===== src/rtl/store_packer_pkg.sv =====
// Shared definitions for the sub-word store unit.
//   size_e     : req_size encodings (byte/half/word, 11 reserved)
//   state_e    : store_packer FSM states
//   bad_request: misalignment / reserved-size check applied at accept time
package store_packer_pkg;

  typedef enum logic [1:0] {
    SIZE_BYTE = 2'b00,
    SIZE_HALF = 2'b01,
    SIZE_WORD = 2'b10,
    SIZE_RSVD = 2'b11
  } size_e;

  typedef enum logic [2:0] {
    ST_IDLE,
    ST_READ,
    ST_WAIT,
    ST_MERGE,
    ST_WRITE,
    ST_DONE
  } state_e;

  // 1 when the request must be retired with err and no memory access.
  function automatic logic bad_request(size_e size, logic [1:0] low);
    case (size)
      SIZE_BYTE: return 1'b0;
      SIZE_HALF: return low[0];
      SIZE_WORD: return |low;
      default:   return 1'b1;
    endcase
  endfunction

endpackage


===== src/rtl/store_packer_byte_lane_merge.sv =====
// byte_lane_merge: combinational insert of a byte/halfword into a 32-bit word.
//   old_word   in  32  word read back from memory
//   data       in  16  store data (byte uses [7:0], half uses [15:0])
//   size       in  2   SIZE_BYTE / SIZE_HALF; anything else passes old_word through
//   lane       in  2   byte offset addr[1:0] (half uses lane[1])
//   big_endian in  1   1: offset 0 is bits[31:24]; 0: offset 0 is bits[7:0]
//   new_word   out 32  merged word
module byte_lane_merge
  import store_packer_pkg::*;
(
  input  logic [31:0] old_word,
  input  logic [15:0] data,
  input  size_e       size,
  input  logic [1:0]  lane,
  input  logic        big_endian,
  output logic [31:0] new_word
);

  logic [1:0] byte_pos;

  // Bit position of the addressed byte, counted from bits[7:0].
  assign byte_pos = big_endian ? ~lane : lane;

  always_comb begin
    new_word = old_word;
    case (size)
      SIZE_BYTE: new_word[{byte_pos, 3'b000} +: 8] = data[7:0];
      SIZE_HALF: begin
        // Upper half for BE offset 0 or LE offset 2.
        if (lane[1] ^ big_endian) new_word[31:16] = data;
        else                      new_word[15:0]  = data;
      end
      default: new_word = old_word;
    endcase
  end

endmodule


===== src/rtl/store_packer.sv =====
// store_packer: sub-word store unit for a word-only data memory.
// sw is a single write; sb/sh are read-modify-write. The CPU stalls while busy.
//   clk, rst           clock (rising) / asynchronous active-high reset
//   req_valid/ready    request handshake; ready only when idle
//   req_size           00 byte, 01 half, 10 word, 11 reserved (error)
//   req_addr/wdata     byte address / store data
//   done, err          one-cycle retire pulse; err qualifies done
//   mem_addr           word-aligned address, held through the access
//   mem_rd/mem_rdata   read strobe / data valid MEM_LAT cycles later
//   mem_wr/mem_wdata   write strobe / merged write word
module store_packer
  import store_packer_pkg::*;
#(
  parameter int unsigned MEM_LAT    = 1,
  parameter bit          BIG_ENDIAN = 1'b1
) (
  input  logic        clk,
  input  logic        rst,
  input  logic        req_valid,
  output logic        req_ready,
  input  logic [1:0]  req_size,
  input  logic [31:0] req_addr,
  input  logic [31:0] req_wdata,
  output logic        done,
  output logic        err,
  output logic [31:0] mem_addr,
  output logic        mem_rd,
  input  logic [31:0] mem_rdata,
  output logic        mem_wr,
  output logic [31:0] mem_wdata
);

  localparam logic [2:0] LAT_LOAD = 3'(MEM_LAT - 1);

  state_e      state_q, state_d;
  logic [2:0]  cnt_q;
  logic [31:0] addr_q;
  logic [31:0] wword_q;
  logic [15:0] data_q;
  logic [1:0]  lane_q;
  size_e       size_q;
  logic        err_q;
  size_e       req_size_e;
  logic        req_bad;
  logic [31:0] merged;

  assign req_size_e = size_e'(req_size);
  assign req_bad    = bad_request(req_size_e, req_addr[1:0]);
  assign mem_addr   = addr_q;
  assign mem_wdata  = wword_q;

  byte_lane_merge u_merge (
    .old_word  (wword_q),
    .data      (data_q),
    .size      (size_q),
    .lane      (lane_q),
    .big_endian(BIG_ENDIAN),
    .new_word  (merged)
  );

  always_ff @(posedge clk or posedge rst) begin
    if (rst) state_q <= ST_IDLE;
    else     state_q <= state_d;
  end

  // Dispatch (error / word / sub-word) is decided on the accept edge itself,
  // so the check step costs no cycle of its own.
  always_comb begin
    state_d   = state_q;
    req_ready = 1'b0;
    done      = 1'b0;
    err       = 1'b0;
    mem_rd    = 1'b0;
    mem_wr    = 1'b0;
    case (state_q)
      ST_IDLE: begin
        req_ready = 1'b1;
        if (req_valid) begin
          if (req_bad)                      state_d = ST_DONE;
          else if (req_size_e == SIZE_WORD) state_d = ST_WRITE;
          else                              state_d = ST_READ;
        end
      end
      ST_READ: begin
        mem_rd  = 1'b1;
        state_d = ST_WAIT;
      end
      ST_WAIT:  if (cnt_q == 3'd0) state_d = ST_MERGE;
      ST_MERGE: state_d = ST_WRITE;
      ST_WRITE: begin
        mem_wr  = 1'b1;
        state_d = ST_DONE;
      end
      ST_DONE: begin
        done    = 1'b1;
        err     = err_q;
        state_d = ST_IDLE;
      end
      default: state_d = ST_IDLE;
    endcase
  end

  // wword_q holds the sw data directly, or the read word that MERGE then
  // overwrites in place with the merged result.
  always_ff @(posedge clk or posedge rst) begin
    if (rst) begin
      cnt_q   <= '0;
      addr_q  <= '0;
      wword_q <= '0;
      data_q  <= '0;
      lane_q  <= '0;
      size_q  <= SIZE_BYTE;
      err_q   <= 1'b0;
    end else begin
      case (state_q)
        ST_IDLE: begin
          if (req_valid) begin
            addr_q <= {req_addr[31:2], 2'b00};
            lane_q <= req_addr[1:0];
            size_q <= req_size_e;
            data_q <= req_wdata[15:0];
            err_q  <= req_bad;
            if (!req_bad && req_size_e == SIZE_WORD) wword_q <= req_wdata;
          end
        end
        ST_READ: cnt_q <= LAT_LOAD;
        ST_WAIT: begin
          if (cnt_q == 3'd0) wword_q <= mem_rdata;
          else               cnt_q   <= cnt_q - 3'd1;
        end
        ST_MERGE: wword_q <= merged;
        default: ;
      endcase
    end
  end

endmodule


===== config.mk =====
export PLATFORM = sky130hd
export DESIGN_NAME = store_packer
export DESIGN_NICKNAME = d
export VERILOG_FILES = /design/src/rtl/store_packer_pkg.sv /design/src/rtl/store_packer_byte_lane_merge.sv /design/src/rtl/store_packer.sv
export SDC_FILE = /design/constraint.sdc
export NUM_CORES = 1
export LEC_CHECK = 0
export ABC_AREA = 1
export CORE_MARGIN = 2
export CORE_UTILIZATION = 53
export CTS_CLUSTER_SIZE = 25
export DETAILED_ROUTE_END_ITERATION = 10
export GPL_TIMING_DRIVEN = 0
export MAX_ROUTING_LAYER = met4
export PLACE_DENSITY = 0.87
export SLEW_MARGIN = 30
export SYNTH_ARGS = -nofsm -noshare
export SYNTH_HDL_FRONTEND = slang
export SYNTH_HIERARCHICAL = 1
export SYNTH_SLANG_ARGS = --single-unit

===== constraint.sdc =====
create_clock -name clk -period 4.7 [get_ports clk]
set_clock_uncertainty 0.15 [all_clocks]
set_input_delay 0.94 -clock clk [delete_from_list [all_inputs] [get_ports clk]]
set_output_delay 0.94 -clock clk [all_outputs]
set_load 0.02 [all_outputs]

======== Yosys cells after proc, flatten, opt, wreduce, memory -nomap -nowiden ========
Cells that the tools add are included.
operators by class
  shift operators ......................... 2
  equal/unequal tests ..................... 15
  add/subtract/negate cells ............... 2
  multiplexer cells ....................... 21
  reduce and logical (&&, ||, !) cells .... 14
  bitwise logic cells ..................... 1
operators with widths
  cell                                                                      number
  32-bit 2-to-1 mux                                                         3
  32-bit one-hot mux with 3 select lines                                    1
  32-bit one-hot mux with 2 select lines                                    1
  32-bit bitwise mux                                                        1
  16-bit 2-to-1 mux                                                         2
  8-bit by 7-bit variable shift with 32-bit output (first input constant)   1
  8-bit by 7-bit indexed part select with 32-bit output                     1
  3-bit 2-to-1 mux                                                          5
  3-bit one-hot mux with 5 select lines                                     1
  6-bit AND reduction                                                       2
  2-bit inequality test (second input constant)                             4
  5-bit negation with 7-bit output                                          1
  3-bit by 2-bit == test with 1-bit output (second input constant)          2
  3-bit == test (second input constant)                                     2
  3-bit zero test                                                           2
  3-bit inequality test (second input constant)                             2
  3-bit one-hot mux with 2 select lines                                     1
  2-bit AND reduction                                                       3
  1-bit 2-to-1 mux                                                          5
  2-bit by 1-bit == test with 1-bit output (second input constant)          2
  2-bit zero test                                                           2
  3-bit by 1-bit == test with 1-bit output (second input constant)          1
  3-bit by 1-bit inequality test with 1-bit output (second input constant)  1
  1-bit one-hot mux with 3 select lines                                     1
  8 further kinds                                                           8
storage, ports and cells
  bits of input ports ..................... 101
  logic and storage cells ................. 64
  flip-flop bits (word level) ............. 89
  output and inout port bits .............. 69

======== Logic depth before layout (Yosys ltp) ========
Gate-level depths: netlist (run 1).
  word-level depth ........................ 7
  mapped depth ............................ 15
  depth with buffers taken out ............ 13

======== By module ========
The synthesis (run 1) kept the hierarchy.
by module, submodules not included
  module           cells an instance  area each (um2)  times used  seq. area each (um2)
  store_packer     601                4591.9           1           2227.1
  byte_lane_merge  383                1644.1           1           0.0

======== Worst setup path before layout (run 1) ========
Ideal clock, no wire load.
  kind .................................... register to output
  start ................................... register state_q[2]
  end ..................................... output port err
  data required time ...................... 3.610 ns
  path buffers ............................ 2
  arrival time ............................ 1.359 ns
  slack ................................... 2.251 ns
  cell stages (with the launch flop) ...... 5
  cell sequence ........................... dfrtp_1 -> inv_2 -> buf_2 -> buf_2 -> nor3b_1
between the ends
  longest elaborated chain between the ends .. 2
RTL lines
  element                 line                source
  from (decl)             store_packer.sv:35  state_e state_q, state_d;
  from (signal assigned)  store_packer.sv:63  else state_q <= state_d;
  3-bit == test           store_packer.sv:75  case (state_q)
  1-bit 2-to-1 mux        store_packer.sv:75
  to (decl)               store_packer.sv:25  output logic err,
No other way between the ends.

======== Worst setup path after layout (run 1) ========
  start ................................... register state_q[0]
  end ..................................... output port req_ready
between the ends
  longest elaborated chain between the ends .. 2
RTL lines
  element           line                source
  3-bit zero test   store_packer.sv:75
  1-bit 2-to-1 mux  store_packer.sv:75
  to (decl)         store_packer.sv:20  output logic req_ready,
No other way between the ends.

==> results of run 1 <==
power groups by stage:
stage	Sequential, mW	Combinational (mW)	Clock (mW)
2_1_floorplan	1.71	2.09	0
3_3_place_gp	1.51	3.55	0
3_5_place_dp	1.52	3.63	0
4_1_cts	1.51	3.65	0.706
5_1_grt	1.56	4.10	0.744
6_report	1.53	3.71	0.700
area by class of cell:
type                            count  area (um^2)
Buffer                             61          304
Clock buffer                       11          243
Clock inverter                      5         38.8
Fill cell                         949         3050
Inverter                          100          380
Multi-Input combinational cell    739         3350
Sequential cell                    89         2230
Tap cell                          143          179
Timing Repair Buffer              168         1700
layout by cell type, fill, tap and decap left out, drive strengths merged, types with 7 or more instances in the layout:
| cell | n |
|---|---|
| conb | 7 |
| nor2 | 42 |
| buf | 41 |
| inv | 102 |
| clkbuf | 32 |
| o21bai | 32 |
| nand2 | 367 |
| nand3 | 251 |
| clkdlybuf4s50 | 167 |
| a21oi | 9 |
| o21ai | 22 |
| dfrtp | 89 |
per-stage QoR:
| step | setup slack [ns] | cells | TNS (ns) |
|---|---|---|---|
| final | 1.21 | 1316 | 0 |
| after global routing | 1.13 | 1316 | 0 |
| after CTS | 1.22 | 1316 | 0 |
| after detailed placement | 1.62 | 1300 | 0 |
| after global placement | -0.172 | 1299 | -14.80 |
| after floorplan | 1.30 | 989 | 0 |
logic make-up (layout without fill, tap and decap cells):
group | after synthesis | in the layout
AND/OR/NAND/NOR | 662 | 662
other | 2 | 7
AO/OA/AOI/OAI | 65 | 65
adder cells (fa/ha/maj) | 5 | 5
buffers and inverters | 161 | 345
flip-flops | 89 | 89
state kept, by name, summed over array words and instances (netlist names):
register,count
state_q,3
data_q,16
err_q,1
mem_addr,30
mem_wdata,32
lane_q,2
size_q,2
cnt_q,3
worst max-delay path: cells and delay by family (launching register included):
family                 cells  cell delay (ns)
AND/OR/NAND/NOR            2             0.34
flip-flops                 1             0.43
buffers and inverters      3             1.29
final timing paths:
path	cells past startpoint	slack [ns]	end	from
setup / recovery	5	1.21	req_ready	state_q[0]$_DFFE_PP0P_
hold / removal	2	0.32	mem_addr[17]$_DFFE_PP0P_	mem_addr[17]$_DFFE_PP0P_
setup reg to reg	15	1.80	mem_wdata[9]$_DFFE_PP0P_	lane_q[1]$_DFFE_PP0P_
hold reg to reg	2	0.32	mem_addr[17]$_DFFE_PP0P_	mem_addr[17]$_DFFE_PP0P_
max in group asynchronous	3	3.00	mem_wdata[26]$_DFFE_PP0P_	rst
min in group asynchronous	2	0.82	mem_addr[19]$_DFFE_PP0P_	rst
layer usage:
| layer | part of all wire [%] | vias to the layer above | track usage [%] |
|---|---|---|---|
| met5 | 0 | - | - |
| met4 | 2.5 | 0 | 12.3 |
| met1 | 40 | 3273 | 43.2 |
| li1 | - | 3510 | - |
| met3 | 11 | 51 | 8.26 |
| met2 | 46 | 398 | 55.0 |
==> impl_metrics.yaml, run 1 <==
sta:
  rsz0062_at_grt: "false"
  setup_viol: 0
  slew_violations: 0
  fin_crit_sh_pct: 74.3
  fmax_mhz: 286
  timing.final.crit_period_ns: 3.49
  worst_pin_slew_ns: 0.575
  finalHoldViolCount: 0
  holdWs_ns: 0.321
  slew_headroom_pct: 61.7
floorplanning:
  die-area_um2: 12600
  die_x_um: 112
  io_pins: 170
  die_y_um: 112
  rows: 39
  core-area_um2: 11500
  start_util_pct: 54.4
outcome:
  status: "completed"
cts:
  numCtsBuffers: 9
  cts_tree: "done"
  cts_buffer_depth: 2
  cts.repair.resized: 0
  clock_latency_ns: 0.36
  clock_sinks: 89
  holdBufCountCts: 0
  cts.htree.levels: 3
  path_clk_slew_ns: 0.06
  clock_tree.root_cell: "clkbuf_16"
  cts_setup_buffers: 0
synth:
  synthTopCellsByCount: "nand2_1, nand3_1, inv_1"
  yosys_warnings: 6
  netlist_area_um2: 6240
  synth.area.top_cells: "dfrtp_1, nand2_1, nand3_1, inv_1, o21bai_1"
  synth_top_family_by_area: "simple AND/OR/NAND/NOR gates"
  synth_top_area_cell: "dfrtp_1"
  synth_top_area_share_pct: 35.7
  ys_seq_area_share_pct: 35.7
  avgSynthCellArea_um2: 6.34
  synth_edf_count: 0
  dominantRegCellSynth: "dfrtp_1"
  syn_inst: 984
  yosys.cell_count.top_type: "nand2_1"
  synthSimpleGateAreaFrac_pct: 45.6
  ys_types: 26
  synth.area.mux_share_pct: 0
  synth-compound-area-share_pct: 6.62
  synth_adder_area_share_pct: 1.00
  ys_ff_latch: 89
  synthArstFlopShare_pct: 100
  synth-xor-area-share_pct: 0
layout:
  area_growth_syn_to_layout_pct: 35.0
  final_util_pct: 73.4
  drive_gt1_share_pct: 6.48
  fin_area_um2: 8420
  diodes: 0
  final_net_count: 1274
power_and_ir_drop:
  p_int_mw: 2.90
  p_sw_mw: 3.03
  seqPwrFrac_pct: 25.8
  irDropWorstVdd_mv: 0.402
  switching_share_pct: 51.1
  power_density_nw_per_um2: 705
  comb_power_share_pct: 62.5
  p_leak_nw: 4.33
  clockPowerShare_pct: 11.8
  totalPowerFinal_mw: 5.93
setup_path:
  crit_required_ns: 3.61
  max_stage_delay_ns: 0.70
  cp.arrival_ns: 2.40
  path_cells: "inv_2 > nand2_1 > nor2_4 > clkbuf_1 > clkdlybuf4s50_1"
  endpoint_kind: "output pin"
  cp_max_fo: 10
  cp_slowest_cell: "clkdlybuf4s50_1"
  crit_type: "flip-flop to output pin"
  startpoint_type: "flip-flop"
grt:
  grt_pass1_wl_um: 34000
  gr-total-overflow: 0
  antenna_found_initial: 0
  grt_max_degree: 50
  grt_pass1_vias: 6931
  grtUsageTotal_pct: 34.5
routing:
  drtAntennaViolNets: 0
  viasPerCell: 5.50
  dr.pass1.iters: 6
  dr.first_iter.drc_count: 822
  totalWireLength_um: 20900
  drc: 0
  wl_per_cell_um: 15.9
  vias: 7232
place:
  routabilityCongestion: 1.04
  dpl_cell_area_um2: 8140
  portBuffers: 167
  place_hpwl_um: 15900
hold_path:
  hold_path.class: "flip-flop to flip-flop"
job:
  cap_violations: 0
(Power assumes the default switching activity.)
==> run 2, diff against run 1 <==
Settings changed: CORE_UTILIZATION 53 to 45, PLACE_DENSITY 0.87 to 0.78.
Clock period 4.7 ns to 3 ns, I/O delays scaled along.
==> impl_metrics.yaml, run 2 (same netlist as run 1, synthesis figures left out) <==
power_and_ir_drop:
  power_density_nw_per_um2: 1090
  irDropWorstVdd_mv: 0.579
  p_leak_nw: 4.34
routing:
  drc: 0
  drtAntennaViolNets: 0
  totalWireLength_um: 20800
  dr.pass1.iters: 8
  dr.first_iter.drc_count: 606
  viasPerCell: 5.27
  vias: 7142
  wl_per_cell_um: 15.4
cts:
  holdBufCountCts: 0
  cts_setup_buffers: 0
  clock_tree.root_cell: "clkbuf_16"
  cts.htree.levels: 3
  numCtsBuffers: 9
  clock_sinks: 89
  cts_tree: "done"
  path_clk_slew_ns: 0.06
  clock_latency_ns: 0.35
  cts_buffer_depth: 2
sta:
  rsz0062_at_grt: "false"
  holdWs_ns: 0.317
  timing.final.crit_period_ns: 2.91
  slew_headroom_pct: 61.5
  fin_crit_sh_pct: 97.0
  finalHoldViolCount: 0
  worst_pin_slew_ns: 0.577
  fmax_mhz: 344
  setup_viol: 0
  setup_tns_ns: 0
  slew_violations: 0
floorplanning:
  start_util_pct: 45.5
  die_x_um: 122
  core-area_um2: 13700
  die_y_um: 122
  rows: 43
  die-area_um2: 14800
  io_pins: 170
place:
  portBuffers: 167
  routabilityCongestion: 0.977
  place_hpwl_um: 16000
  dpl_cell_area_um2: 8220
setup_path:
  crit_type: "flip-flop to output pin"
  crit_required_ns: 2.25
  endpoint_kind: "output pin"
  startpoint_type: "flip-flop"
  cp.arrival_ns: 2.16
  cp_max_fo: 10
layout:
  final_net_count: 1275
  layout_common_cells: "nand2_1, nand3_1, clkdlybuf4s50_1, inv_1, dfrtp_1"
  diodes: 0
  area_growth_syn_to_layout_pct: 36.3
  drive_gt1_share_pct: 6.73
  layout_commonest_cell: "nand2_1"
  largest_reg_flops: 32
  fin_area_um2: 8500
grt:
  grt_max_degree: 27
  gr-total-overflow: 0
  grtUsageTotal_pct: 29.5
  antenna_found_initial: 0
  grt_pass1_wl_um: 33100
  grt_pass1_vias: 6681
outcome:
  status: "completed"
job:
  cap_violations: 0
hold_path:
  hold_path.class: "flip-flop to flip-flop"
==> run 2: changes by cell type in the layout (fill, tap and decap cells not counted) <==
cell,change
buf_12,+2
clkbuf_1,-1
clkinv_4,-1
clkinvlp_4,+2
inv_6,-1
nor2_1,-1
nor2_2,+1
==> run 2: power by group <==
part           switching (mW)  internal [mW]  total (mW)
clock network           0.508          0.590        1.10
registers               0.605           1.78        2.38
logic                    3.61           2.19        5.79
total                    4.72           4.55        9.27
==> run 2: final timing paths <==
kind	cells after the start	slack [ns]	start	endpoint
setup / recovery	5	0.09	state_q[2]$_DFFE_PP0P_	err
hold / removal	2	0.32	mem_addr[13]$_DFFE_PP0P_	mem_addr[13]$_DFFE_PP0P_
setup reg to reg	15	0.23	lane_q[1]$_DFFE_PP0P_	mem_wdata[4]$_DFFE_PP0P_
hold reg to reg	2	0.32	mem_addr[13]$_DFFE_PP0P_	mem_addr[13]$_DFFE_PP0P_
max in group asynchronous	4	1.56	rst	mem_wdata[29]$_DFFE_PP0P_
min in group asynchronous	2	0.46	rst	mem_addr[6]$_DFFE_PP0P_
==> run 2: repair_timing <==
| action | 4_1_cts | 5_1_grt |
|---|---|---|
| gates cloned | 0 | 0 |
| endpoints found under the setup margin | 1 | 8 |
| gates resized for setup | 0 | 1 |
==> run 2: layout make-up <==
type	count	area, um^2
fill	1296	5220
multi-input combinational	739	3350
sequential	89	2230
timing repair buffer	170	1740
inverter	100	379
buffer	60	300
clock buffer	11	243
tap	180	225
clock inverter	5	37.5
==> run 2: metal layers <==
metal	part of all wire, %	vias to the layer above	track usage [%]
met3	10	64	6.13
met1	42	3221	39.0
met4	3.4	0	12.7
li1	-	3506	-
met5	0	-	-
met2	44	351	44.0
==> run 2: per-stage QoR <==
stage / total power, mW / setup WS [ns] / instances / utilization (%)
detailed placement: 8.07 / 0.224 / 1339 / 59.9
global route: 10.0 / 0.000244 / 1354 / 62.0
CTS: 9.19 / 0.0789 / 1354 / 62.0
floorplan: 5.95 / 0.682 / 989 / -
finish: 9.27 / 0.0900 / 1354 / 62.0
global placement: 7.97 / 0.190 / 1336 / 59.4
==> run 2: worst max-delay path, stage by stage, from the launching register on <==
cell and delay [ns]:
dfrtp_1 0.46, inv_2 0.08, buf_2 0.19, buf_2 0.21
nor3b_1 0.21, clkdlybuf4s50_1 0.66
==> run 3, diff against run 2 <==
Settings changed: CTS_CLUSTER_DIAMETER set to 60.
==> results of run 3 <==
Same layout as run 2: the final DEF is identical, and so are final timing and power.
